### config.mk
export PLATFORM = sky130hd
export DESIGN_NAME = mult_hilo_ctrl
export DESIGN_NICKNAME = d
export VERILOG_FILES = /design/src/rtl/mult_hilo_ctrl.sv
export SDC_FILE = /design/constraint.sdc
export NUM_CORES = 1
export LEC_CHECK = 0
export BUFFER_PORTS_ARGS = -buffer_cell sky130_fd_sc_hd__buf_2
export CAP_MARGIN = 15
export CORE_UTILIZATION = 45
export CTS_BUF_LIST = sky130_fd_sc_hd__clkbuf_4 sky130_fd_sc_hd__clkbuf_8 sky130_fd_sc_hd__clkbuf_16
export DETAILED_ROUTE_END_ITERATION = 16
export PLACE_DENSITY_LB_ADDON = 0.15
export SKIP_LAST_GASP = 1
export SLEW_MARGIN = 5
export SYNTH_ARGS = -nofsm -noshare
export SYNTH_HDL_FRONTEND = slang
export SYNTH_SLANG_ARGS = --single-unit
### constraint.sdc
create_clock -name clk -period 3.26 [get_ports clk]
set_input_delay 0.326 -clock clk [delete_from_list [all_inputs] [get_ports clk]]
set_output_delay 0.326 -clock clk [all_outputs]
set_load 0.005 [all_outputs]
### src/rtl/mult_hilo_ctrl.sv
// rtl/mult_hilo_ctrl.sv - issue/retire controller for the iterative 32x32 multiplier with HI/LO registers
//
// Accepts a multiply request in IDLE, drives the multiplier operands and control
// (held stable for the whole iteration), waits LAT edges, then captures the
// multiplier result into the architectural HI/LO registers. HI/LO can also be
// written directly while idle.
//
// Ports:
//   clk, rst_n           clock, asynchronous active-low reset
//   start, op_a, op_b    multiply request and operands (sampled only when ready)
//   mode                 signedness code, forwarded to m_ctrl[1:0]
//   wr_hi, wr_lo, wr_data  direct HI/LO writes (honoured only when ready)
//   ready, busy, done    idle flag, in-flight flag, one-cycle post-capture pulse
//   hi, lo               architectural HI/LO registers
//   m_a, m_b, m_ctrl     multiplier inputs
//   m_higher, m_lower    multiplier result
module mult_hilo_ctrl #(
  parameter int LAT   = 35,
  parameter int CNT_W = 6
) (
  input  logic        clk,
  input  logic        rst_n,
  input  logic        start,
  input  logic [31:0] op_a,
  input  logic [31:0] op_b,
  input  logic [1:0]  mode,
  input  logic        wr_hi,
  input  logic        wr_lo,
  input  logic [31:0] wr_data,
  output logic        ready,
  output logic        busy,
  output logic        done,
  output logic [31:0] hi,
  output logic [31:0] lo,
  output logic [31:0] m_a,
  output logic [31:0] m_b,
  output logic [4:0]  m_ctrl,
  input  logic [31:0] m_higher,
  input  logic [31:0] m_lower
);

  typedef enum logic [1:0] {
    S_IDLE    = 2'd0,
    S_WAIT    = 2'd1,
    S_CAPTURE = 2'd2
  } state_t;

  localparam logic [CNT_W-1:0] CNT_LAST = CNT_W'(LAT - 1);

  state_t           state;
  logic [CNT_W-1:0] count;

  always_ff @(posedge clk or negedge rst_n) begin
    if (!rst_n) begin
      state  <= S_IDLE;
      count  <= '0;
      hi     <= '0;
      lo     <= '0;
      m_a    <= '0;
      m_b    <= '0;
      m_ctrl <= '0;
      done   <= 1'b0;
    end else begin
      done <= 1'b0;
      case (state)
        S_IDLE: begin
          // Writes on the same edge as an accepted start still land; the
          // later capture simply overwrites them.
          if (wr_hi) hi <= wr_data;
          if (wr_lo) lo <= wr_data;
          if (start) begin
            m_a    <= op_a;
            m_b    <= op_b;
            // Flipping bit 4 forces an input change so the multiplier restarts
            // even when operands and mode repeat.
            m_ctrl <= {~m_ctrl[4], 2'b00, mode};
            count  <= CNT_W'(1);
            state  <= S_WAIT;
          end
        end
        S_WAIT: begin
          count <= count + CNT_W'(1);
          if (count == CNT_LAST) state <= S_CAPTURE;
        end
        S_CAPTURE: begin
          hi    <= m_higher;
          lo    <= m_lower;
          done  <= 1'b1;
          count <= '0;
          state <= S_IDLE;
        end
        default: state <= S_IDLE;
      endcase
    end
  end

  // Decoded from the state register only: no combinational path from start.
  assign ready = (state == S_IDLE);
  assign busy  = ~ready;

endmodule

* Yosys cells after proc, flatten, opt, wreduce, memory -nomap -nowiden
Cells that the tools add are included.
Word-level totals: bits in registers 140, output and inout bits 136, logic and storage cells 36
Cells by class: add/sub/neg operators 1, eq/ne operators 7, muxes and demuxes 10, bitwise operators 2, reduce and logical (&&, ||, !) cells 8
Operators by type and width (count):
- one-hot mux 32 bit (2 select lines) | 2
- two-way mux 32 bit | 2
- one-hot mux 6 bit (3 select lines) | 1
- AND reduction 2 bit | 5
- inequality test 2 bit, second input constant | 4
- adder 6 x 1 -> 6 bit, second input constant | 1
- equality test 6 bit, second input constant | 1
- two-way mux 6 bit | 1
- two-way mux 2 bit | 2
- one-hot mux 2 bit (2 select lines) | 1
- nonzero test 3 bit | 1
- equality test 2 x 1 -> 1 bit, second input constant | 1
- equality test 2 bit, second input constant | 1
- logical NOT 2 bit | 1
- inverter 1 bit | 2
- nonzero test 2 bit | 1
- two-way mux 1 bit | 1

* Logic depth before layout (Yosys ltp)
depth after elaboration 3, mapped depth 8

* Worst setup path before layout
No wires, ideal clock.
path kind reg2reg, start point register state[0], end point register m_a[0], library setup time 0.125 ns, data arrival time 1.491 ns, setup slack 1.644 ns, stages on the path, launching flop included 8, buffers on the path 3, cells stage by stage dfrtp_1 inv_1 ha_1 buf_6 nand2_2 buf_6 buf_6 mux2_4
On the way: word-level cells in the longest chain between the ends 2
RTL lines:
- start, declared | line 50 | state_t state;
- start signal, assigned | line 55 | state <= S_IDLE;
- start signal, assigned | line 78 | state <= S_WAIT;
- start signal, assigned | line 83 | if (count == CNT_LAST) state <= S_CAPTURE;
- logical NOT 2 bit
- named net ready | line 30 | output logic ready,
- AND reduction 2 bit (no line)
- end signal, assigned | line 72 | m_a <= op_a;
- end, declared | line 35 | output logic [31:0] m_a,
The timed path passes the listed nets, and every way through them passes these cells. A chain may end at the register's enable or synchronous reset.

* Worst setup path in the final report
start point register state[0], end point register m_b[26]
On the way: word-level cells in the longest chain between the ends 2
RTL lines:
- logical NOT 2 bit | line 65 | case (state)
- AND reduction 2 bit (no line)
- end signal, assigned | line 73 | m_b <= op_b;
- end, declared | line 36 | output logic [31:0] m_b,
No other way between the ends.

==> results.sh <==
export IMPL_outcome="complete, but fails checks"
export IMPL_violations="negative hold slack"
export IMPL_slew_viol_final=0
export IMPL_setup_viol=0
export IMPL_area_delta_synth_final_pct=37.0
export IMPL_cts_setup_buffers=0
export IMPL_synth_area_mux_share_pct=14.2
export IMPL_ctsHoldBuffers=0
export IMPL_syn_inst=514
export IMPL_fin_nets=979
export IMPL_clk_latency_ns=0.41
export IMPL_final_min_clock_period_ns=2.50
export IMPL_fin_crit_sh_pct=76.6
export IMPL_placed_cells=959
export IMPL_synth_top_area_share_pct=58.2
export IMPL_overflow=0
export IMPL_grt_pass1_vias=4943
export IMPL_grt_pass1_wl_um=26100
export IMPL_synth_top_family_by_area="multiplexers"
export IMPL_synth_area_leaders="dfrtp_1 (58%), mux2_4 (7.5%), mux2_2 (6.7%)"
export IMPL_cts_buffers=17
export IMPL_synth_xor_area_share_pct=0.146
export IMPL_power_leakage_nw=4.24
export IMPL_synth_seq_cells=140
export IMPL_cap_violations=0
export IMPL_skew_ns=0.00869
export IMPL_initial_utilization_pct=46.9
export IMPL_drtPass1Iterations=4
export IMPL_cts_tree="built"
export IMPL_die_h_um=118
export IMPL_start_kind="flip-flop"
export IMPL_wl_met3_um=1040
export IMPL_ctsResizeCount=0
export IMPL_die_area_um2=13800
export IMPL_coreArea_um2=12800
export IMPL_cp_arrival_ns=2.79
export IMPL_synthAdderAreaFrac_pct=1.25
export IMPL_peakVddDrop_uv=502
export IMPL_cts_sinks=140
export IMPL_drcViolationCount=0
export IMPL_max_freq_mhz=401
export IMPL_synth_top_cell_by_area="dfrtp_1"
export IMPL_yosysSeqAreaShare_pct=58.2
export IMPL_synth_cell_types=33
export IMPL_antenna_found_initial=2
export IMPL_drt_met1_wl_um=6360
export IMPL_via_per_inst=4.94
export IMPL_ant_nets=0
export IMPL_critPathKind="flip-flop to flip-flop"
export IMPL_cp_end_kind="flip-flop"
export IMPL_drt_iter0_drc=247
export IMPL_fin_tns_setup_ns=0
export IMPL_rsz0062_at_grt="false"
export IMPL_dr_wl_met2_um=8200
export IMPL_synth_compound_area_share_pct=12.9
export IMPL_fin_area_um2=8240
export IMPL_grt_usage_pct=24.5
export IMPL_htreeDepth=4
export IMPL_drive_above_1_share_pct=50.3
export IMPL_hold_slack_ns=-0.0374
export IMPL_io_buffers=300
export IMPL_ys_flop_type="dfrtp_1"
export IMPL_clockRootBuffer="clkbuf_16"
export IMPL_regArea_um2=3500
export IMPL_gp_congestion=0.902
export IMPL_hp_class="input port to asynchronous set/reset pin"
export IMPL_synth_area_um2=6020
export IMPL_rows=41
export IMPL_clk_pin_slew_worst_paths_ns=0.06
export IMPL_dpl_hpwl_um=11800
export IMPL_yosys_area_share_simple_pct=9.46
export IMPL_wl_um=16200
export IMPL_syn_avg_cell_area_um2=11.7
export IMPL_async_flop_share_pct=100
export IMPL_rr_startpoint="state[0]"
export IMPL_vias=4909
export IMPL_top_layer_used="met4"
export IMPL_nFillCells=1113
export IMPL_pin_count=303
export IMPL_fin_cells=993
export IMPL_relSlewSlack_pct=30.0
export IMPL_powerDensity_nw_per_um2=913
export IMPL_wire_per_inst_um=16.3
export IMPL_fin_ws_ns=0.764
export IMPL_cp_required_ns=3.55
export IMPL_grt_max_degree=95
export IMPL_ys_warn_count=0
export IMPL_fin_util_pct=64.3
export IMPL_dpl_worst_slack_ns=0.830
export IMPL_worst_pin_slew_ns=1.05
export IMPL_cts_path_max_buffers=2
export IMPL_fp_dieW_um=118
export IMPL_crit_start="state[0]"
export IMPL_place_area_um2=7610
export IMPL_hold_violations=11
export IMPL_multi_input_area_um2=2310
export IMPL_cp_max_fo=67
export IMPL_synth_edff_count=0
-- through the flow --
| step | power (W) | hold WS (ns) |
|---|---|---|
| final | 0.00752 | -0.0374 |
| after global routing | 0.00798 | 0.0398 |
| after CTS | 0.00760 | 0.0187 |
| after detailed placement | 0.00556 | 0.461 |
| after global placement | 0.00545 | 0.458 |
| after floorplan | 0.00430 | 0.0304 |
-- cells in the final DEF (no fill, tap or decap), types with 4 or more instances in the layout --
master | netlist | final
ha_1 | 6 | 5
buf_4 | 2 | 5
dfrtp_1 | 140 | 140
buf_2 | 19 | 299
clkbuf_16 | 0 | 17
and2b_1 | 4 | 4
inv_1 | 4 | 4
nand2_1 | 67 | 67
nor2_1 | 5 | 5
clkbuf_8 | 0 | 4
a21oi_1 | 65 | 65
mux2_2 | 36 | 36
clkinvlp_4 | 0 | 5
o21ai_0 | 53 | 53
nor2b_1 | 29 | 29
nand3_1 | 6 | 6
mux2_4 | 30 | 30
o21ai_1 | 16 | 16
-- state kept, by name, indices dropped and copies added (netlist names) --
register  cells
count         6
done          1
hi           32
lo           32
m_a          32
m_b          32
m_ctrl        3
state         2
-- synth_stat cells (3+ instances only) --
library cell	instances
nor2b_1	29
nor2_1	5
mux2_2	36
nand3_1	6
buf_2	19
and2b_1	4
inv_1	4
o21ai_1	16
clkbuf_2	3
o31ai_1	3
dfrtp_1	140
clkbuf_1	4
mux2_4	30
o21ai_0	53
buf_6	6
a21oi_1	65
nand2_1	67
ha_1	6
-- worst paths after layout --
path | end | slack (ns) | depth (start not counted)
max in group asynchronous | m_b[4] | 2.40 | 2
hold / removal | lo[22] | -0.04 | 1
min in group clk | m_a[27] | 0.14 | 2
setup / recovery | m_b[26] | 0.76 | 4
setup reg to reg | m_b[26] | 0.76 | 4
hold reg to reg | hi[3] | 0.47 | 2
-- worst max-delay path: stages, from the launching register on --
cell,delay (ns)
dfrtp_1,0.42
inv_1,0.16
ha_1,0.52
nand2_4,0.66
mux2_4,0.53
-- cells by family (layout without fill, tap and decap cells) --
logic type | count (synthesis) | count (layout)
AND/OR/NAND/NOR | 118 | 118
XOR/XNOR | 1 | 1
flip-flops | 140 | 140
other | 1 | 4
multiplexers | 66 | 66
buffers and inverters | 38 | 342
AO/OA/AOI/OAI | 144 | 144
adder cells (fa/ha/maj) | 6 | 6
-- routing by layer --
layer | vias up | track usage, %
li1 | 2362 | -
met4 | 0 | 11.5
met1 | 2304 | 28.1
met2 | 205 | 41.0
met3 | 38 | 8.38
met5 | - | 0
-- power breakdown --
group	switching [W]	leakage [nW]	internal, W	total (W)
clock	0.000712	0.294	0.00129	0.00200
sequential	0.000435	1.69	0.00256	0.00300
combinational	0.00118	2.26	0.00134	0.00252
-- area by class of cell --
type | instances | share of cell area [%]
tap | 172 | 2.61
antenna | 2 | 0.0607
clock inverter | 10 | 1.67
multi-input combinational | 337 | 28.1
timing repair buffer | 306 | 19.0
sequential | 140 | 42.5
clock buffer | 22 | 5.92
inverter | 4 | 0.182
Note: power is estimated with default switching activity, not from simulation.
